--- src/rtl/dmem_byte_ctrl.sv ---
// Word-wide CPU port onto a byte-wide SRAM: four sequential byte beats per word, little-endian.
// Optional build macro DMEM_RANGE_CHECK_EN rejects requests whose address has any bit set in [31:16].
module dmem_byte_ctrl (
    input  logic        mem_clk,
    input  logic        nreset,
    input  logic        req_read,
    input  logic        req_write,
    input  logic [31:0] req_addr,
    input  logic [31:0] req_wdata,
    output logic        req_ready,
    output logic        rsp_valid,
    output logic [31:0] rsp_rdata,
    output logic        rsp_error,
    output logic [15:0] sram_addr,
    output logic        sram_re,
    output logic        sram_we,
    output logic [7:0]  sram_wdata,
    input  logic [7:0]  sram_rdata
);

    typedef enum logic [2:0] {IDLE, WBEAT, RBEAT, RDRAIN, RESP} state_e;

    state_e      state_q, state_d;
    logic [1:0]  cnt_q, cnt_d;
    logic [15:0] addr_q, addr_d;
    logic [31:0] wdata_q, wdata_d;
    logic [23:0] rbuf_q, rbuf_d;
    logic        req_ready_q, req_ready_d;
    logic        rsp_valid_q, rsp_valid_d;
    logic        rsp_error_q, rsp_error_d;
    logic [31:0] rsp_rdata_q, rsp_rdata_d;
    logic [15:0] sram_addr_q, sram_addr_d;
    logic        sram_re_q, sram_re_d;
    logic        sram_we_q, sram_we_d;
    logic [7:0]  sram_wdata_q, sram_wdata_d;

    logic        accept;
    logic        range_err;
    logic        req_err;

`ifdef DMEM_RANGE_CHECK_EN
    assign range_err = (req_addr[31:16] != 16'h0000);
`else
    logic unused_addr_hi;
    assign unused_addr_hi = ^req_addr[31:16];
    assign range_err      = 1'b0;
`endif

    assign accept  = req_read | req_write;
    assign req_err = (req_read & req_write) | range_err;

    // cnt_q holds the index of the next beat to issue; wrapping to 0 means all four are out.
    always_comb begin
        state_d      = state_q;
        cnt_d        = cnt_q;
        addr_d       = addr_q;
        wdata_d      = wdata_q;
        rbuf_d       = rbuf_q;
        rsp_valid_d  = 1'b0;
        rsp_error_d  = 1'b0;
        rsp_rdata_d  = rsp_rdata_q;
        sram_addr_d  = sram_addr_q;
        sram_re_d    = 1'b0;
        sram_we_d    = 1'b0;
        sram_wdata_d = sram_wdata_q;

        case (state_q)
            IDLE, RESP: begin
                state_d = IDLE;
                if (accept) begin
                    addr_d  = req_addr[15:0];
                    wdata_d = req_wdata;
                    if (req_err) begin
                        state_d     = RESP;
                        rsp_valid_d = 1'b1;
                        rsp_error_d = 1'b1;
                        rsp_rdata_d = 32'h0;
                    end else if (req_write) begin
                        state_d      = WBEAT;
                        cnt_d        = 2'd1;
                        sram_we_d    = 1'b1;
                        sram_addr_d  = req_addr[15:0];
                        sram_wdata_d = req_wdata[7:0];
                    end else begin
                        state_d     = RBEAT;
                        cnt_d       = 2'd1;
                        sram_re_d   = 1'b1;
                        sram_addr_d = req_addr[15:0];
                    end
                end
            end
            WBEAT: begin
                if (cnt_q == 2'd0) begin
                    state_d     = RESP;
                    rsp_valid_d = 1'b1;
                end else begin
                    sram_we_d    = 1'b1;
                    sram_addr_d  = addr_q + {14'h0, cnt_q};
                    sram_wdata_d = wdata_q[{cnt_q, 3'b000} +: 8];
                    cnt_d        = cnt_q + 2'd1;
                end
            end
            RBEAT: begin
                // SRAM data lags its strobe by one cycle, so this cycle returns beat cnt_q-2.
                case (cnt_q)
                    2'd2:    rbuf_d[7:0]   = sram_rdata;
                    2'd3:    rbuf_d[15:8]  = sram_rdata;
                    2'd0:    rbuf_d[23:16] = sram_rdata;
                    default: ;
                endcase
                if (cnt_q == 2'd0) begin
                    state_d = RDRAIN;
                end else begin
                    sram_re_d   = 1'b1;
                    sram_addr_d = addr_q + {14'h0, cnt_q};
                    cnt_d       = cnt_q + 2'd1;
                end
            end
            RDRAIN: begin
                state_d     = RESP;
                rsp_valid_d = 1'b1;
                rsp_rdata_d = {sram_rdata, rbuf_q};
            end
            default: state_d = IDLE;
        endcase

        req_ready_d = (state_d == IDLE) || (state_d == RESP);
    end

    always_ff @(posedge mem_clk or negedge nreset) begin
        if (!nreset) begin
            state_q      <= IDLE;
            cnt_q        <= 2'd0;
            addr_q       <= 16'h0;
            wdata_q      <= 32'h0;
            rbuf_q       <= 24'h0;
            req_ready_q  <= 1'b1;
            rsp_valid_q  <= 1'b0;
            rsp_error_q  <= 1'b0;
            rsp_rdata_q  <= 32'h0;
            sram_addr_q  <= 16'h0;
            sram_re_q    <= 1'b0;
            sram_we_q    <= 1'b0;
            sram_wdata_q <= 8'h0;
        end else begin
            state_q      <= state_d;
            cnt_q        <= cnt_d;
            addr_q       <= addr_d;
            wdata_q      <= wdata_d;
            rbuf_q       <= rbuf_d;
            req_ready_q  <= req_ready_d;
            rsp_valid_q  <= rsp_valid_d;
            rsp_error_q  <= rsp_error_d;
            rsp_rdata_q  <= rsp_rdata_d;
            sram_addr_q  <= sram_addr_d;
            sram_re_q    <= sram_re_d;
            sram_we_q    <= sram_we_d;
            sram_wdata_q <= sram_wdata_d;
        end
    end

    assign req_ready  = req_ready_q;
    assign rsp_valid  = rsp_valid_q;
    assign rsp_error  = rsp_error_q;
    assign rsp_rdata  = rsp_rdata_q;
    assign sram_addr  = sram_addr_q;
    assign sram_re    = sram_re_q;
    assign sram_we    = sram_we_q;
    assign sram_wdata = sram_wdata_q;

endmodule

--- config.mk ---
export PLATFORM = sky130hd
export DESIGN_NAME = dmem_byte_ctrl
export DESIGN_NICKNAME = d
export VERILOG_FILES = /design/src/rtl/dmem_byte_ctrl.sv
export SDC_FILE = /design/constraint.sdc
export NUM_CORES = 1
export LEC_CHECK = 0
export BUFFER_PORTS_ARGS = -buffer_cell sky130_fd_sc_hd__clkbuf_2
export CORE_MARGIN = 3
export CORE_UTILIZATION = 35
export DETAILED_ROUTE_END_ITERATION = 16
export HOLD_SLACK_MARGIN = 0.02
export MAX_ROUTING_LAYER = met4
export PLACE_DENSITY = 0.67
export SYNTH_ARGS = -nofsm -noshare
export SYNTH_HDL_FRONTEND = slang
export SYNTH_SLANG_ARGS = --single-unit
--- constraint.sdc ---
create_clock -name mem_clk -period 2.2 [get_ports mem_clk]
set_input_delay 0.44 -clock mem_clk [delete_from_list [all_inputs] [get_ports mem_clk]]
set_output_delay 0.44 -clock mem_clk [all_outputs]
set_load 0.02 [all_outputs]
* Word level (Yosys, flattened, before mapping)
Index checks and enable logic that the tools add are counted.
** Operators by class
- Add/sub/neg operators :: 2
- Shift-type cells :: 1
- Divide/modulo/power cells :: 0
- Equality and inequality tests :: 13
- Reductions and logical operators :: 16
- Magnitude comparators :: 0
- $mul :: 0
- Bitwise operators :: 2
- Mux-type cells :: 36
** Operators by type and width (number)
- 2-to-1 mux 32 bit :: 2
- case mux 32 bit (2 select lines) :: 1
- 2-to-1 mux 16 bit :: 3
- 2-to-1 mux 8 bit :: 4
- case mux 16 bit (2 select lines) :: 1
- variable part select 32 x 6 -> 8 bit :: 1
- adder 16 x 2 -> 16 bit :: 1
- case mux 8 bit (2 select lines) :: 1
- 2-to-1 mux 3 bit :: 4
- != test 2 bit, second input constant :: 6
- case mux 3 bit (4 select lines) :: 1
- 2-to-1 mux 1 bit :: 11
- 2-to-1 mux 2 bit :: 4
- AND reduction 2 bit :: 4
- equality test 3 x 2 -> 1 bit, second input constant :: 2
- equality test 3 bit, second input constant :: 2
- zero test 3 bit :: 2
- nonzero test 2 bit :: 3
- AND reduction 5 bit :: 1
- equality test 2 bit, second input constant :: 2
- case mux 1 bit (2 select lines) :: 2
- case mux 2 bit (2 select lines) :: 1
- AND reduction 4 bit :: 1
- OR reduction 2 bit :: 2
- 8 further kinds :: 8
** Word-level totals
- Memories :: 0
- Bits of input ports :: 76
- Memory bits (read-only) :: 0
- Bits in registers :: 138
- Bits in writable memories :: 0
- Logic and storage cells :: 85
- Output and inout bits :: 61
- Latch bits :: 0

* Logic depth before layout (Yosys ltp)
Gate-level depths: netlist (run 1).
- Depth after elaboration :: 6
- Mapped depth :: 9
- Gate-level depth less buffers :: 8

* Worst setup path before layout (run 1)
Ideal clock, no wire load.
- Path type :: reg-to-reg
- Start :: register cnt_q[1]
- End :: register sram_addr_q[10], in the netlist sram_addr[10]
- Buffers on the path :: 1
- Stages on the path, launching flop included :: 9
- Data required time :: 2058 ps
- Period minus slack after synthesis :: 2160 ps
- Setup time :: 142 ps
- Path slack :: 40 ps
- Arrival :: 2018 ps
- Cell sequence :: dfrtp_1 clkbuf_1 inv_1 fa_1 nand2b_1 nor2_1 and4_1 xnor2_1 o221ai_1
** Between the ends
- Word-level cells in the longest chain between the ends :: 3
- Elaborated cells on any way between the ends :: 6
- Those cells by class :: add/sub (1); eq/ne (1); mux (2); reduce/logical (2)
** Ends and longest elaborated chain
- start: declaration :: line 24 : logic [1:0] cnt_q, cnt_d;
- start signal: assignment :: line 147 : cnt_q <= cnt_d;
- adder 16 x 2 -> 16 bit or zero test 2 bit (tied branches)
- 2-to-1 mux 16 bit or != test 2 bit (tied branches)
- case mux 16 bit (2 select lines) or AND reduction 4 bit (tied branches)
- end signal: assignment :: line 155 : sram_addr_q <= sram_addr_d;
- end: declaration :: line 32 : logic [15:0] sram_addr_q, sram_addr_d;
Parallel ways exist; a longest one is shown, timed or not. The select of a mux whose other input is x is not followed.
A chain may end at the register's enable or synchronous reset.

* Worst setup path after layout (run 1)
- Start :: register cnt_q[0]
- End :: register sram_addr_q[10], in the netlist sram_addr[10]
Same word-level chain as after synthesis.

==> results of run 1 <==
## sequential cells by signal, indices dropped and copies added, names as in the netlist
signal / count
sram_wdata: 8
rsp_valid: 1
sram_we: 1
rsp_rdata: 32
addr_q: 16
sram_re: 1
state_q: 3
rbuf_q: 24
cnt_q: 2
req_ready: 1
wdata_q: 32
sram_addr: 16
rsp_error: 1
## power groups by stage
stage / Clock, uW / Sequential (uW) / Combinational (uW)
floorplan: 0 / 4890 / 3060
global placement: 0 / 4480 / 4670
detailed placement: 0 / 4560 / 4810
CTS: 3210 / 4520 / 4840
global route: 3320 / 4670 / 5320
finish: 3140 / 4520 / 4840
## worst max path at each step
stage / start / to / depth (start not counted)
CTS: state_q[1] / sram_addr[11] / 5
global placement: cnt_q[0] / sram_addr[10] / 8
global route: cnt_q[0] / sram_addr[10] / 8
floorplan: cnt_q[1] / sram_addr[10] / 8
finish: cnt_q[0] / sram_addr[10] / 8
detailed placement: cnt_q[0] / sram_addr[10] / 8
## routing by layer
| layer | vias to the layer above | GRT usage [%] | routed length [um] |
|---|---|---|---|
| met4 | 0 | 4.20 | 95 |
| li1 | 1831 | - | - |
| met2 | 124 | 24.5 | 6690 |
| met3 | 8 | 4.89 | 690 |
| met1 | 2027 | 19.6 | 6140 |
| met5 | - | - | 0 |
## cell usage in the layout, fill, tap and decap left out, drive strengths merged, types with 2 or more instances in the layout
cell type and instances:
buf 15, mux4 8, and4 3, xnor2 7, a22o 32, o221ai 8
nand2 34, a22oi 2, nand3 3, clkbuf 141, nand2b 3, a21oi 17
o31ai 2, xor2 9, nor3 2, and2 3, nor2 27, nand4 2
ha 5, o21ai 9, clkinv 3, nor3b 3, mux2 69, mux2i 9
and3 2, dfrtp 137, bufinv 5, inv 8
## logic make-up after synthesis
group | synth area share, %
compound gates | 9.40
xor+xnor | 2.49
fa+ha+maj | 1.39
buf+inv | 3.31
flops | 58.2
mux | 17.6
simple gates | 7.59
## metrics by stage
stage,setup slack [ns],util [%]
after floorplan,0.0396,-
after global placement,0.190,41.9
after detailed placement,0.171,41.9
after CTS,0.159,46.0
after global routing,0.00699,46.0
final,0.165,46.0
## area by class of cell
type                            count  area (um2)  area share, %
Clock buffer                       22         464           6.21
Clock inverter                     10         189           2.53
Timing Repair Buffer              134         762           10.2
Tap cell                          216         270           3.62
Inverter                            7        26.3          0.352
Multi-Input combinational cell    268        2300           30.8
Sequential cell                   138        3450           46.2
## worst max-delay path, stage by stage, from the launching register on
cell	delay, ns
dfrtp_1	0.41
ha_1	0.20
inv_1	0.06
fa_1	0.37
nand2b_1	0.17
nor2_1	0.20
and4_1	0.24
xnor2_1	0.11
o221ai_1	0.13
==> results.sh, run 1 <==
export IMPL_start_util_pct=36.6
export IMPL_maxCapViolations=0
export IMPL_finalHoldViolCount=0
export IMPL_io_pins=137
export IMPL_dieArea_mm2=0.0186
export IMPL_slew_violations=0
export IMPL_port_buffers=120
export IMPL_r2r_end="sram_addr[10]"
export IMPL_async_flop_share_pct=100
export IMPL_dpl_cell_area_mm2=0.00681
export IMPL_avgSynthCellArea_um2=13.6
export IMPL_cts_max_path_buffers=2
export IMPL_diodes=0
export IMPL_run_status="completed"
export IMPL_cts_setup_buffers=0
export IMPL_nets=648
export IMPL_dr_pass1_iters=5
export IMPL_r2r_setup_slack_ns=0.16
export IMPL_skew_ns=0.0268
export IMPL_synth_edf_count=0
export IMPL_areaGrowthSynthToFinish_pct=25.8
export IMPL_core_area_mm2=0.0162
export IMPL_drive_gt1_share_pct=43.4
export IMPL_final_cells=795
export IMPL_rows=46
export IMPL_startpoint_type="register"
export IMPL_power_density_mw_per_mm2=1670
export IMPL_numCtsBuffers=17
export IMPL_relSlewSlack_pct=35.2
export IMPL_yosysUniqueCellTypes=47
export IMPL_cp_arrival_ns=2.31
export IMPL_period_minus_slack_ns=2.04
export IMPL_grt_max_degree=68
export IMPL_finalSetupTns_ns=0
export IMPL_syn_inst=438
export IMPL_synth_top_area_share_pct=57.7
export IMPL_switching_share_pct=36.0
export IMPL_n_fill_cell=1461
export IMPL_drt_iter0_drc=178
export IMPL_wl_um=13600
export IMPL_crit_type="register to register"
export IMPL_postCtsResizedCells=0
export IMPL_grt_ovfl_total=0
export IMPL_power_frac_seq_pct=36.2
export IMPL_rsz0062_at_grt="false"
export IMPL_synthTopCellsByArea="dfrtp_1, mux2_2, a22o_1"
export IMPL_grt_pass1_wl_um=21600
export IMPL_yosysTopAreaCell="dfrtp_1"
export IMPL_dp_cells=762
export IMPL_clkTransAtPathRegs_ns=0.06
export IMPL_stdcell_area_mm2=0.00747
export IMPL_fmax_ghz=0.491
export IMPL_reg2reg_from="cnt_q[0]"
export IMPL_grtUsageTotal_pct=15.6
export IMPL_antenna_found_initial=0
export IMPL_pwr_share_comb_pct=38.7
export IMPL_ys_flop_type="dfrtp_1"
export IMPL_min_path_type="input port to asynchronous set/reset pin"
export IMPL_fin_hold_ws_ns=0.00483
export IMPL_hold_buffers=0
export IMPL_final_period_utilization_pct=92.5
export IMPL_path_max_fanout=4
export IMPL_vias_per_cell=5.02
export IMPL_power_uw=12500
export IMPL_required_ns=2.48
export IMPL_wl_per_cell_um=17.1
export IMPL_endpoint_kind="register"
export IMPL_internal_power_uw=8000
export IMPL_vias=3990
export IMPL_cts_tree="built"
export IMPL_netlist_area_mm2=0.00594
export IMPL_ant_nets=0
export IMPL_ys_warn_count=0
export IMPL_cts_htree_levels=4
export IMPL_drcViolationCount=0
export IMPL_gp_congestion=0.821
export IMPL_cts_sinks=138
export IMPL_fp_dieW_um=136
export IMPL_hpwlAfterDp_um=9220
export IMPL_setup_viol=0
export IMPL_power_switching_uw=4500
export IMPL_cts_root_buf="clkbuf_16"
export IMPL_power_frac_clock_pct=25.1
export IMPL_grt_pass1_vias=4112
export IMPL_worst_slew_pin_slew_ns=0.972
export IMPL_synth_nets=520
export IMPL_rr_worst_depth=8
export IMPL_yosysSeqAreaShare_pct=58.2
export IMPL_ir_drop_v=0.000756
export IMPL_yosysMostFrequentCell="dfrtp_1"
export IMPL_p_leak_uw=0.00351
export IMPL_ys_top_cells_by_count="dfrtp_1, mux2_2, nand2_1, a22o_1, nor2_1"
export IMPL_die_y_um=136
export IMPL_worstSkewPairLatency_ns=0.43
export IMPL_synth_seq_cells=138
(Power assumes the default switching activity.)
==> run 2, diff against run 1 <==
==> constraint.sdc (replaced) <==
create_clock -name mem_clk -period 2.2 [get_ports mem_clk]
set_input_delay 0 -clock mem_clk [delete_from_list [all_inputs] [get_ports mem_clk]]
set_output_delay 0 -clock mem_clk [all_outputs]
set_load 0.02 [all_outputs]
==> results.sh, run 2 (synthesized netlist as in run 1, its figures left out) <==
export IMPL_path_max_fanout=4
export IMPL_hpwlAfterDp_um=9270
export IMPL_stdcell_area_mm2=0.00799
export IMPL_required_ns=2.47
export IMPL_period_minus_slack_ns=2.04
export IMPL_rows=46
export IMPL_p_leak_uw=0.00372
export IMPL_numCtsBuffers=17
export IMPL_grt_pass1_wl_um=22600
export IMPL_wl_um=14100
export IMPL_nets=706
export IMPL_start_util_pct=36.6
export IMPL_use_met2_pct=26.1
export IMPL_r2r_setup_slack_ns=0.16
export IMPL_core_area_mm2=0.0162
export IMPL_top_usage_layer="met2"
export IMPL_cts_max_path_buffers=2
export IMPL_finalHoldViolCount=0
export IMPL_cts_htree_levels=4
export IMPL_final_period_utilization_pct=92.8
export IMPL_power_density_mw_per_mm2=1530
export IMPL_setup_viol=0
export IMPL_relSlewSlack_pct=35.5
export IMPL_clkTransAtPathRegs_ns=0.06
export IMPL_worstSkewPairLatency_ns=0.41
export IMPL_grt_pass1_vias=4452
export IMPL_cts_root_buf="clkbuf_16"
export IMPL_startpoint_type="register"
export IMPL_reg2reg_from="cnt_q[0]"
export IMPL_grt_ovfl_total=0
export IMPL_drcViolationCount=0
export IMPL_dieArea_mm2=0.0186
export IMPL_maxCapViolations=0
export IMPL_rr_worst_depth=8
export IMPL_endpoint_kind="register"
export IMPL_port_buffers=120
export IMPL_run_status="completed"
export IMPL_crit_type="register to register"
export IMPL_skew_ns=0.0102
export IMPL_antenna_found_initial=0
export IMPL_cts_tree="built"
export IMPL_grtUsageTotal_pct=16.2
export IMPL_fmax_ghz=0.490
export IMPL_diodes=0
export IMPL_grtUsageMet1_pct=20.3
export IMPL_dpl_cell_area_mm2=0.00678
export IMPL_r2r_end="sram_addr[10]"
export IMPL_final_common_cell="dfrtp_1"
export IMPL_layout_common_cells="dfrtp_1, clkbuf_2, mux2_2, dlygate4sd3_1, nand2_1"
export IMPL_cts_sinks=138
export IMPL_drive_gt1_share_pct=39.4
export IMPL_vias_per_cell=4.94
export IMPL_ant_nets=0
export IMPL_areaGrowthSynthToFinish_pct=34.5
export IMPL_use_met3_pct=3.40
export IMPL_die_y_um=136
export IMPL_fin_hold_ws_ns=0.111
export IMPL_n_fill_cell=1458
export IMPL_gp_congestion=0.774
export IMPL_slew_violations=0
export IMPL_ir_drop_v=0.000597
export IMPL_cp_arrival_ns=2.31
export IMPL_wl_per_cell_um=16.5
export IMPL_fp_dieW_um=136
export IMPL_drt_iter0_drc=229
export IMPL_min_path_type="input port to asynchronous set/reset pin"
export IMPL_worst_slew_pin_slew_ns=0.964
export IMPL_io_pins=137
export IMPL_dr_pass1_iters=4
export IMPL_grt_max_degree=82
export IMPL_vias=4210
run 2: worst max path at each step:
stage                     startpoint  slack (ns)            end  depth (start not counted)
after global placement      cnt_q[0]        0.16  sram_addr[10]                          8
after global routing        cnt_q[0]      -0.004  sram_addr[10]                          8
after floorplan             cnt_q[1]        0.04  sram_addr[10]                          8
after CTS                   cnt_q[0]        0.07  sram_addr[10]                          8
final                       cnt_q[0]        0.16  sram_addr[10]                          8
after detailed placement    cnt_q[0]        0.08  sram_addr[10]                          8
run 2: final cells by class:
class                           count  area (um2)  area share [%]
Sequential cell                   138        3450            43.3
Multi-Input combinational cell    268        2310            28.9
Timing Repair Buffer              192        1340            16.7
Clock buffer                       22         474            5.94
Tap cell                          216         270            3.38
Clock inverter                     10         119            1.49
Inverter                            7        26.3           0.329
run 2: what timing repair did:
item,CTS,global route
hold buffers,60,0
endpoints found under the setup margin,0,3
endpoints found under the hold margin,244,0
resized for setup,0,1
buffers inserted,0,0
run 2: report_power, final:
group	total, uW	leakage, uW	switching (uW)	internal, uW
clock	2820	0.000282	1060	1760
combinational	4870	0.00172	2630	2240
sequential	4530	0.00171	801	3730
total	12200	0.00372	4490	7730
run 2: worst max-delay path, stage by stage (launching register included):
cell and delay (ns):
dfrtp_1 0.40, ha_1 0.18, inv_1 0.05, fa_1 0.43, nand2b_1 0.21, nor2_2 0.14, and4_1 0.22, xnor2_1 0.13
o221ai_1 0.13
run 2: per-layer routing:
metal	wire, um	share of wire (%)	vias to the layer above
li1	-	-	1946
met2	7020	50	124
met4	186	1.3	0
met3	665	4.7	16
met5	0	0	-
met1	6220	44	2124
run 2: stage by stage:
step / std cells / power, uW / setup WS, ns / TNS [ns] / util (%)
floorplan: 438 / 7950 / 0.0396 / 0 / -
global placement: 760 / 9120 / 0.161 / 0 / 41.8
detailed placement: 760 / 9340 / 0.0752 / 0 / 41.8
CTS: 852 / 12300 / 0.0669 / 0 / 49.1
global route: 853 / 13000 / -0.00405 / -0.00405 / 49.2
finish: 853 / 12200 / 0.159 / 0 / 49.2
==> run 3, diff against run 2 <==
--- a/config.mk
+++ b/config.mk
@@ -12,6 +12,7 @@
 export HOLD_SLACK_MARGIN = 0.02
 export MAX_ROUTING_LAYER = met4
 export PLACE_DENSITY = 0.67
+export RECOVER_POWER = 100
 export SYNTH_ARGS = -nofsm -noshare
 export SYNTH_HDL_FRONTEND = slang
 export SYNTH_SLANG_ARGS = --single-unit
==> results.sh, run 3 (synthesized netlist as in run 1, its figures left out) <==
export IMPL_run_status="completed"
export IMPL_ant_nets=0
export IMPL_cts_root_buf="clkbuf_16"
export IMPL_grtUsageMet1_pct=20.3
export IMPL_vias=4215
export IMPL_io_pins=137
export IMPL_final_period_utilization_pct=93.1
export IMPL_skew_ns=0.00718
export IMPL_maxCapViolations=0
export IMPL_endpoint="sram_addr[10]"
export IMPL_cts_htree_levels=4
export IMPL_areaGrowthSynthToFinish_pct=32.6
export IMPL_grt_ovfl_total=0
export IMPL_fin_hold_ws_ns=0.248
export IMPL_path_max_fanout=4
export IMPL_numCtsBuffers=17
export IMPL_wl_um=14200
export IMPL_fmax_ghz=0.488
export IMPL_layout_common_cells="dfrtp_1, clkbuf_1, mux2_2, dlygate4sd3_1, clkbuf_2"
export IMPL_startpoint_type="register"
export IMPL_die_y_um=136
export IMPL_grt_max_degree=82
export IMPL_gp_congestion=0.774
export IMPL_cp_slowest_stage_delay_ns=0.43
export IMPL_nets=706
export IMPL_n_fill_cell=1497
export IMPL_drive_gt1_share_pct=29.2
export IMPL_cts_sinks=138
export IMPL_grt_pass1_vias=4452
export IMPL_slew_violations=0
export IMPL_port_buffers=120
export IMPL_cp_arrival_ns=2.32
export IMPL_top_usage_layer="met2"
export IMPL_reg2reg_from="cnt_q[0]"
export IMPL_setup_viol=0
export IMPL_finalHoldViolCount=0
export IMPL_finish_utilization_pct=48.5
export IMPL_dr_pass1_iters=4
export IMPL_wl_per_cell_um=16.6
export IMPL_stdcell_area_mm2=0.00787
export IMPL_hpwlAfterDp_um=9270
export IMPL_core_area_mm2=0.0162
export IMPL_dpl_cell_area_mm2=0.00678
export IMPL_rr_worst_depth=8
export IMPL_required_ns=2.47
export IMPL_clkTransAtPathRegs_ns=0.06
export IMPL_ir_drop_v=0.000596
export IMPL_cts_setup_buffers=0
export IMPL_diodes=0
export IMPL_power_uw=12100
export IMPL_crit_slowest_cell="fa_1"
export IMPL_critical_path_cell_chain="ha_1 > inv_1 > fa_1 > nand2b_1 > nor2_2 > and4_1 > xnor2_1 > o221ai_1"
export IMPL_vias_per_cell=4.94
export IMPL_p_leak_uw=0.00350
export IMPL_period_minus_slack_ns=2.05
export IMPL_final_common_cell="dfrtp_1"
export IMPL_endpoint_kind="register"
export IMPL_min_path_type="input port to asynchronous set/reset pin"
export IMPL_dieArea_mm2=0.0186
export IMPL_crit_type="register to register"
export IMPL_worst_slew_pin_slew_ns=1.08
export IMPL_drt_iter0_drc=231
export IMPL_worstSkewPairLatency_ns=0.41
export IMPL_cts_max_path_buffers=2
export IMPL_rows=46
export IMPL_crit_start="cnt_q[0]"
export IMPL_r2r_end="sram_addr[10]"
export IMPL_fp_dieW_um=136
export IMPL_power_density_mw_per_mm2=1530
export IMPL_grtUsageTotal_pct=16.2
export IMPL_cts_tree="built"
export IMPL_grt_pass1_wl_um=22600
export IMPL_antenna_found_initial=0
export IMPL_use_met2_pct=26.1
export IMPL_r2r_setup_slack_ns=0.15
export IMPL_use_met3_pct=3.40
export IMPL_drcViolationCount=0
export IMPL_start_util_pct=36.6
export IMPL_relSlewSlack_pct=27.8
[run 3: area by class of cell]
class                      instances  area, um2  share of cell area [%]
sequential                       138       3450                    43.9
clock inverter                    10        119                    1.51
clock buffer                      22        474                    6.02
tap                              216        270                    3.43
inverter                           7       26.3                   0.334
multi-input combinational        268       2300                    29.2
timing repair buffer             192       1230                    15.7
[run 3: worst min-delay path by stage]
| stage | cells after the start | slack (ns) | from | endpoint |
|---|---|---|---|---|
| after detailed placement | 1 | -0.13 | nreset | rsp_rdata[7] |
| final | 2 | 0.25 | nreset | req_ready |
| after global routing | 2 | 0.24 | nreset | req_ready |
| after floorplan | 0 | -0.30 | nreset | addr_q[0] |
| after CTS | 2 | 0.09 | nreset | req_ready |
| after global placement | 1 | -0.14 | nreset | rsp_rdata[6] |
[run 3: power breakdown]
group,internal (uW),switching (uW)
registers,3730,796
clock network,1760,1060
logic,2090,2630
total,7580,4490
[run 3: metrics by stage]
stage	setup WS (ns)	setup TNS (ns)	cells
2_1_floorplan	0.0396	0	438
3_3_place_gp	0.161	0	760
3_5_place_dp	0.0752	0	760
4_1_cts	0.0669	0	852
5_1_grt	-0.00441	-0.00441	853
6_report	0.151	0	853
[run 3: worst max-delay path: cells and delay by family (launching register included)]
family	cells	cell delay [ns]
DFF	1	0.40
buffers and inverters	1	0.05
AOI/OAI and AO/OA	1	0.13
and+or+nand+nor	3	0.59
xor gates and xnor gates	1	0.13
adders and majority gates	2	0.61
[run 3: repair_timing]
action,4_1_cts,5_1_grt
setup endpoints to repair,0,3
hold endpoints to repair,244,0
gates resized for setup,0,1
hold buffers,60,0
[run 3: metal layers]
layer | up-vias | routed length (um)
met3 | 16 | 626
met5 | - | 0
met4 | 0 | 184
li1 | 1948 | -
met2 | 117 | 7000
met1 | 2134 | 6380
